<file path="config.mk">
export PLATFORM = sky130hd
export DESIGN_NAME = pwm_cmd_scheduler
export DESIGN_NICKNAME = d
export VERILOG_FILES = /design/src/rtl/pwm_sched_pkg.sv /design/src/rtl/sync_cmd_fifo.sv /design/src/rtl/pwm_cmd_scheduler.sv
export SDC_FILE = /design/constraint.sdc
export NUM_CORES = 1
export LEC_CHECK = 0
export CAP_MARGIN = 10
export CELL_PAD_IN_SITES_DETAIL_PLACEMENT = 1
export CELL_PAD_IN_SITES_GLOBAL_PLACEMENT = 1
export CORE_ASPECT_RATIO = 1.4
export CORE_MARGIN = 2
export CORE_UTILIZATION = 49
export CTS_BUF_LIST = sky130_fd_sc_hd__clkbuf_4 sky130_fd_sc_hd__clkbuf_8 sky130_fd_sc_hd__clkbuf_16
export CTS_CLUSTER_SIZE = 40
export DETAILED_ROUTE_END_ITERATION = 8
export PLACE_DENSITY = 0.78
export SYNTH_ARGS = -nofsm -noshare
export SYNTH_HDL_FRONTEND = slang
export SYNTH_SLANG_ARGS = --single-unit
</file>
<file path="constraint.sdc">
create_clock -name clk_50M -period 3.3 [get_ports clk_50M]
set_clock_uncertainty 0.05 [all_clocks]
set_input_delay 0.33 -clock clk_50M [delete_from_list [all_inputs] [get_ports clk_50M]]
set_output_delay 0.33 -clock clk_50M [all_outputs]
set_load 0.01 [all_outputs]
</file>
<file path="src/rtl/pwm_sched_pkg.sv">
`default_nettype none
// ============================================================================
// Module   : pwm_sched_pkg
// Brief    : Shared FSM encodings and command-record layout for the PWM
//            command scheduler.
// Revision : 1.0
// ============================================================================
package pwm_sched_pkg;

    localparam int c_ch_w      = 8;
    localparam int c_duty_w    = 8;
    localparam int c_dessert_w = 16;
    localparam int c_pulse_w   = 8;
    localparam int c_hdr_w     = c_ch_w + c_duty_w + c_dessert_w + c_pulse_w;

    typedef enum logic [2:0] {
        ST_IDLE    = 3'd0,
        ST_POP     = 3'd1,
        ST_WAIT_CH = 3'd2,
        ST_LOAD    = 3'd3,
        ST_START   = 3'd4
    } sched_state_t;

    // Record is packed as {ch, duty, dessert, pulse_num, pat}, MSB first.
    function automatic int cmd_rec_width(input int pat_w);
        return c_hdr_w + pat_w;
    endfunction

endpackage
`default_nettype wire

</file>
<file path="src/rtl/sync_cmd_fifo.sv">
`default_nettype none
// ============================================================================
// Module   : sync_cmd_fifo
// Brief    : Single-clock command queue with registered read data and
//            full/empty/level status. DEPTH must be a power of two.
// Revision : 1.0
// ============================================================================
module sync_cmd_fifo #(
    parameter int WIDTH = 72,
    parameter int DEPTH = 4
) (
    input  logic                    clk,
    input  logic                    rst_n,
    input  logic                    i_wr_en,
    input  logic [WIDTH-1:0]        i_wr_data,
    input  logic                    i_rd_en,
    output logic [WIDTH-1:0]        o_rd_data,
    output logic                    o_full,
    output logic                    o_empty,
    output logic [$clog2(DEPTH):0]  o_level
);

    localparam int              c_aw    = $clog2(DEPTH);
    localparam logic [c_aw:0]   c_depth = (c_aw + 1)'(DEPTH);

    logic [WIDTH-1:0] r_mem [DEPTH];
    logic [c_aw-1:0]  r_wptr;
    logic [c_aw-1:0]  r_rptr;
    logic [c_aw:0]    r_level;
    logic [WIDTH-1:0] r_rd_data;
    logic             w_push;
    logic             w_pop;

    assign o_full    = (r_level == c_depth);
    assign o_empty   = (r_level == '0);
    assign o_level   = r_level;
    assign o_rd_data = r_rd_data;
    assign w_push    = i_wr_en && !o_full;
    assign w_pop     = i_rd_en && !o_empty;

    always_ff @(posedge clk) begin
        if (w_push) begin
            r_mem[r_wptr] <= i_wr_data;
        end
    end

    // Pointers wrap naturally because DEPTH is a power of two.
    always_ff @(posedge clk or negedge rst_n) begin
        if (!rst_n) begin
            r_wptr    <= '0;
            r_rptr    <= '0;
            r_level   <= '0;
            r_rd_data <= '0;
        end else begin
            if (w_push) begin
                r_wptr <= r_wptr + 1'b1;
            end
            if (w_pop) begin
                r_rptr    <= r_rptr + 1'b1;
                r_rd_data <= r_mem[r_rptr];
            end
            case ({w_push, w_pop})
                2'b10:   r_level <= r_level + 1'b1;
                2'b01:   r_level <= r_level - 1'b1;
                default: r_level <= r_level;
            endcase
        end
    end

endmodule
`default_nettype wire

</file>
<file path="src/rtl/pwm_cmd_scheduler.sv">
`default_nettype none
// ============================================================================
// Module   : pwm_cmd_scheduler
// Brief    : Queues decoded UART commands and dispatches them in order onto a
//            shared PWM channel configuration bus with load/start strobes.
// Revision : 1.0
// ============================================================================
module pwm_cmd_scheduler
    import pwm_sched_pkg::*;
#(
    parameter int          _NUM_CHANNELS = 3,
    parameter int          _PAT_WIDTH    = 32,
    parameter int          _FIFO_DEPTH   = 4,
    parameter logic [15:0] _WAIT_TIMEOUT = 16'd50000
) (
    input  logic                           clk_50M,
    input  logic                           rst_n,
    input  logic                           cmd_valid,
    input  logic [7:0]                     cmd_ch,
    input  logic [7:0]                     cmd_duty,
    input  logic [15:0]                    cmd_dessert,
    input  logic [7:0]                     cmd_pulse_num,
    input  logic [_PAT_WIDTH-1:0]          cmd_pat,
    output logic                           cmd_ready,
    input  logic [_NUM_CHANNELS-1:0]       ch_busy,
    input  logic [_NUM_CHANNELS-1:0]       ch_valid,
    output logic [7:0]                     ch_duty,
    output logic [15:0]                    ch_dessert,
    output logic [7:0]                     ch_pulse_num,
    output logic [_PAT_WIDTH-1:0]          ch_pat,
    output logic [_NUM_CHANNELS-1:0]       ch_load,
    output logic [_NUM_CHANNELS-1:0]       ch_en,
    output logic                           sched_busy,
    output logic [$clog2(_FIFO_DEPTH):0]   fifo_level,
    output logic [7:0]                     drop_cnt,
    output logic                           err_pulse
);

    localparam int                       c_rec_w       = cmd_rec_width(_PAT_WIDTH);
    localparam int                       c_pulse_lsb   = _PAT_WIDTH;
    localparam int                       c_dessert_lsb = c_pulse_lsb + c_pulse_w;
    localparam int                       c_duty_lsb    = c_dessert_lsb + c_dessert_w;
    localparam int                       c_ch_lsb      = c_duty_lsb + c_duty_w;
    localparam logic [7:0]               c_num_ch      = 8'(_NUM_CHANNELS);
    localparam logic [15:0]              c_wait_last   = _WAIT_TIMEOUT - 16'd1;
    localparam logic [_NUM_CHANNELS-1:0] c_ch_one      = {{(_NUM_CHANNELS-1){1'b0}}, 1'b1};

    sched_state_t              r_state;
    logic [15:0]               r_wait;
    logic [_NUM_CHANNELS-1:0]  r_ch_load;
    logic [_NUM_CHANNELS-1:0]  r_ch_en;
    logic [7:0]                r_ch_duty;
    logic [15:0]               r_ch_dessert;
    logic [7:0]                r_ch_pulse_num;
    logic [_PAT_WIDTH-1:0]     r_ch_pat;
    logic [7:0]                r_drop_cnt;
    logic                      r_err_pulse;

    logic                      w_full;
    logic                      w_empty;
    logic                      w_ch_ok;
    logic                      w_enq;
    logic                      w_enq_drop;
    logic                      w_rd_en;
    logic [c_rec_w-1:0]        w_rec_in;
    logic [c_rec_w-1:0]        w_work;
    logic [7:0]                w_work_ch;
    logic [_NUM_CHANNELS-1:0]  w_tgt_onehot;
    logic                      w_tgt_busy;
    logic                      w_timeout_fire;
    logic [8:0]                w_drop_sum;
    logic                      w_unused_ch_valid;

    assign w_ch_ok    = (cmd_ch < c_num_ch);
    assign w_enq      = cmd_valid && w_ch_ok && !w_full;
    assign w_enq_drop = cmd_valid && (w_full || !w_ch_ok);
    assign w_rd_en    = (r_state == ST_POP);
    assign w_rec_in   = {cmd_ch, cmd_duty, cmd_dessert, cmd_pulse_num, cmd_pat};

    // Done status is observed only; it never steers dispatch.
    assign w_unused_ch_valid = ^ch_valid;

    sync_cmd_fifo #(
        .WIDTH (c_rec_w),
        .DEPTH (_FIFO_DEPTH)
    ) u_fifo (
        .clk       (clk_50M),
        .rst_n     (rst_n),
        .i_wr_en   (w_enq),
        .i_wr_data (w_rec_in),
        .i_rd_en   (w_rd_en),
        .o_rd_data (w_work),
        .o_full    (w_full),
        .o_empty   (w_empty),
        .o_level   (fifo_level)
    );

    // The FIFO's registered read port holds the popped head for the whole dispatch.
    assign w_work_ch      = w_work[c_ch_lsb +: c_ch_w];
    assign w_tgt_onehot   = c_ch_one << w_work_ch;
    assign w_tgt_busy     = |(ch_busy & w_tgt_onehot);
    assign w_timeout_fire = (r_state == ST_WAIT_CH) && w_tgt_busy && (r_wait == c_wait_last);

    always_ff @(posedge clk_50M or negedge rst_n) begin
        if (!rst_n) begin
            r_state        <= ST_IDLE;
            r_wait         <= '0;
            r_ch_load      <= '0;
            r_ch_en        <= '0;
            r_ch_duty      <= '0;
            r_ch_dessert   <= '0;
            r_ch_pulse_num <= '0;
            r_ch_pat       <= '0;
        end else begin
            r_ch_load <= '0;
            r_ch_en   <= '0;
            case (r_state)
                ST_IDLE: begin
                    if (!w_empty) begin
                        r_state <= ST_POP;
                    end
                end
                ST_POP: begin
                    r_wait  <= '0;
                    r_state <= ST_WAIT_CH;
                end
                ST_WAIT_CH: begin
                    if (!w_tgt_busy) begin
                        r_ch_load      <= w_tgt_onehot;
                        r_ch_duty      <= w_work[c_duty_lsb +: c_duty_w];
                        r_ch_dessert   <= w_work[c_dessert_lsb +: c_dessert_w];
                        r_ch_pulse_num <= w_work[c_pulse_lsb +: c_pulse_w];
                        r_ch_pat       <= w_work[_PAT_WIDTH-1:0];
                        r_state        <= ST_LOAD;
                    end else if (w_timeout_fire) begin
                        r_state <= ST_IDLE;
                    end else begin
                        r_wait <= r_wait + 16'd1;
                    end
                end
                ST_LOAD: begin
                    r_ch_en <= w_tgt_onehot;
                    r_state <= ST_START;
                end
                ST_START: begin
                    r_state <= ST_IDLE;
                end
                default: begin
                    r_state <= ST_IDLE;
                end
            endcase
        end
    end

    // An enqueue drop and a timeout can coincide, so the counter may step by two.
    assign w_drop_sum = {1'b0, r_drop_cnt} + {8'd0, w_enq_drop} + {8'd0, w_timeout_fire};

    always_ff @(posedge clk_50M or negedge rst_n) begin
        if (!rst_n) begin
            r_drop_cnt  <= '0;
            r_err_pulse <= 1'b0;
        end else begin
            r_drop_cnt  <= w_drop_sum[8] ? 8'hFF : w_drop_sum[7:0];
            r_err_pulse <= w_enq_drop || w_timeout_fire;
        end
    end

    assign cmd_ready    = !w_full;
    assign sched_busy   = (r_state != ST_IDLE);
    assign ch_load      = r_ch_load;
    assign ch_en        = r_ch_en;
    assign ch_duty      = r_ch_duty;
    assign ch_dessert   = r_ch_dessert;
    assign ch_pulse_num = r_ch_pulse_num;
    assign ch_pat       = r_ch_pat;
    assign drop_cnt     = r_drop_cnt;
    assign err_pulse    = r_err_pulse;

endmodule
`default_nettype wire

</file>
==> metrics.txt, run 1 <==
drt pass-1 iters=4; Hold Vio Cnt, Final=0; row count=82; Routed WL per cell=approximately 24 µm; highest-delay cell along the critical path=or4b_4; WHS=~0.35 ns; Worst Reg2Reg Path Length in Cells=10; Reg clk slew, reported paths=about 0.060 ns; Most Crowded Layer GR=met2; post-synthesis net count=just under 1,000; IO buf count=161; WP data arrival=around 3.6 ns; Area Growth Syn to Fin=22.7%; area of the die=approximately 0.037 mm²; met3 Use GR=under 10%; Post-DP HPWL=between 20,000 and 25,000 µm; Post-synth EDFFs=around 290; Hold Crit Class=primary input to flop; Seq/Total Area, Yosys=74.3%; NumNets Final=between 1,000 and 1,500; top_reg_cell synth=edfxtp_1; cell area after layout=0.0216 mm²; Post-Syn Area per Cell=20.0 µm²; Detailed Route Iter0 Violations=between 500 and 600; Post-DP Area=0.0200 mm²; Crit path required time=3.68 ns; die width=164 µm; CTS tree=yes; DRC Markers=0; max-slew violations=0; via count=8,904; Final Routed Wirelength=38,200 µm; HP Start=cmd_pat[15]; Max clock buf depth=3; largest net degree at the start of global routing=96; minimum clock period=about 3.2 ns; Core Util, Final=just over 60%; Ys Warns=0; M1 GR Usage=25.3%; Via density=~5.6; max_cap viols=0; worst slew pin tran=about 0.83 ns; max incr delay on CP=around 0.57 ns; Netlist cell types=slightly below 50; Max-slew headroom=44.6%; Core ar.=0.0356 mm²; RD Place Congestion=0.737; clk_lat worst skew=between 0.5 and 0.6 ns; initial antenna violation count=3; period utilization=between 90% and 100%; Async SR Flop Fraction=around two fifths; Final TNS setup=0 ns; share of cells above drive strength 1=between 30% and 40%; CTS Buf Count=44; #FFs+latches synth=between 400 and 500; GRT overflow=0; GRT Resource Usage Total=a little over a fifth; R2R setup slack=about 0.12 ns; Crit. End Element=flop; GRT met2 Usage=39.4%; Syn Inst Count=slightly below 900; CP startpoint kind=flop; vias in the first global route=approximately 10,000; Initial Util=~49%; H-tree depth=2; DRT antenna net count=0; Die Y=between 200 and 250 µm; Mapped Area=roughly 0.018 mm²; Final setup viols=0; I/O Pins=roughly 170; Crit Path Class=flop to flop; worst path cell trace=or4b_4 -> nor4_4 -> or3b_4 -> fa_2 -> inv_1 -> ha_1 -> and3_4 -> nand3_1 -> nor3_2 -> a21oi_1; WP buf/inv=1; clock sinks=approximately 470; total power=~19,000 µW; Worst IR Drop VDD=approximately 0.56 mV; worst flop-to-flop path endpoint=drop_cnt[6]; Hold EP=u_fifo.r_mem[3][15]; first-pass GRT wire length=60,200 µm; Pwr Density=slightly below 900 mW/mm²; critical path's top delay family=simple AND/OR/NAND/NOR gates; CTS root buffer=clkbuf_16; Max Fclk=about 310 MHz; CP max FO=6; hold depth=1; LEAKAGE=slightly below 0.008 µW; Reg-to-Reg Start=r_wait[7]; outcome=completed
## worst register-to-register path: stages (launching register included)
cell and delay, ns:
dfrtp_2 0.43, or4b_4 0.57, nor4_4 0.30, or3b_4 0.45, fa_2 0.38, inv_1 0.09
ha_1 0.19, and3_4 0.22, nand3_1 0.12, nor3_2 0.19, a21oi_1 0.06
## routing by layer
| layer | share of wire, % | wire (µm) | vias up |
|---|---|---|---|
| met2 | 56 | 21400 | 170 |
| met4 | 1.9 | 719 | 0 |
| met5 | 0 | 0 | - |
| met3 | 4.0 | 1530 | 54 |
| li1 | - | - | 3888 |
| met1 | 38 | 14500 | 4792 |
## worst max path at each step
stage / cells past startpoint / start / end
2_1_floorplan: 3 / u_fifo.o_level[2] / u_fifo.r_mem[0][0]
3_3_place_gp: 10 / r_wait[7] / drop_cnt[6]
3_5_place_dp: 10 / r_wait[7] / drop_cnt[6]
4_1_cts: 10 / r_wait[7] / drop_cnt[6]
5_1_grt: 10 / r_wait[7] / drop_cnt[6]
6_report: 10 / r_wait[7] / drop_cnt[6]
## cell usage after synthesis, types with 4 or more instances
cell | n | area [µm²]
nand3_1 | 9 | 45.0
nor4_1 | 9 | 56.3
mux2i_1 | 8 | 80.1
xnor2_1 | 5 | 43.8
edfxtp_1 | 288 | 8650
ha_1 | 7 | 87.6
buf_2 | 17 | 85.1
mux2_2 | 136 | 1530
nand2_1 | 19 | 71.3
nand2b_1 | 5 | 31.3
clkbuf_1 | 10 | 37.5
a21oi_1 | 14 | 70.1
and3_1 | 10 | 62.6
nor3_1 | 4 | 20.0
o21ai_0 | 4 | 20.0
buf_4 | 9 | 67.6
mux4_2 | 72 | 1620
nand4_1 | 6 | 37.5
or4_1 | 9 | 67.6
inv_1 | 11 | 41.3
dfrtp_1 | 177 | 4430
o31ai_1 | 9 | 67.6
## layout make-up
class | count | area (µm²)
tap | 462 | 578
fill | 3037 | 14000
sequential | 465 | 13100
clock inverter | 26 | 310
antenna | 3 | 7.51
inverter | 11 | 41.3
multi-input combinational | 365 | 4330
clock buffer | 56 | 1240
timing repair buffer | 194 | 2020
## power by group
part           switching (µW)  internal, µW  leakage [µW]
registers                 909          7220       0.00470
logic                    2140          3130       0.00224
clock network            2150          3210      0.000773
## stage by stage
stage                     std cells  setup WS (ns)
after floorplan                 881          0.192
after global placement         1496          0.165
after detailed placement       1496          0.116
after CTS                      1579         0.0512
after global routing           1581      -0.000479
final                          1582          0.124
## flip-flops by register name (all words and copies together), names as in the netlist, 8 cells and up
register          count
drop_cnt              8
ch_pat               32
r_wait               16
u_fifo.o_rd_data     72
u_fifo.r_mem        288
ch_pulse_num          8
ch_duty               8
ch_dessert           16
## timing repair
item                       4_1_cts  5_1_grt
setup buffers                    0        0
hold endpoints to repair        92        0
gates resized for setup          0        4
setup endpoints to repair        0        5
hold buffers                     1        0
## cell families (layout without fill, tap and decap cells)
| group | after synthesis | count (layout) | synth area share [%] |
|---|---|---|---|
| flops | 465 | 465 | 74.3 |
| mux | 216 | 216 | 18.4 |
| compound gates | 36 | 36 | 1.29 |
| fa+ha+maj | 9 | 9 | 0.725 |
| other cells | 0 | 3 | 0 |
| xor+xnor | 8 | 8 | 0.398 |
| buf+inv | 51 | 287 | 1.41 |
| simple gates | 96 | 96 | 3.52 |
## cells in the final DEF (no fill, tap or decap), drive strengths merged, types with 5 or more instances in the layout
cell type / count
and3: 10
clkbuf: 57
edfxtp: 288
o21ai: 5
nand2: 19
ha: 7
clkdlybuf4s50: 160
dfrtp: 177
buf: 32
or4: 9
mux2: 136
bufinv: 7
inv: 13
clkinv: 16
xnor2: 5
mux4: 72
nand2b: 5
o31ai: 9
nand4: 6
a21oi: 14
nor4: 11
nand3: 9
mux2i: 8
Power figures use the tool's default switching activity.
==> run 2: changes to the inputs <==
- ABC_CLOCK_PERIOD_IN_PS: unset -> 3300
- SLEW_MARGIN: unset -> 20
==> results of run 2 <==
No change in the layout: final DEF, timing and power equal those of run 1.
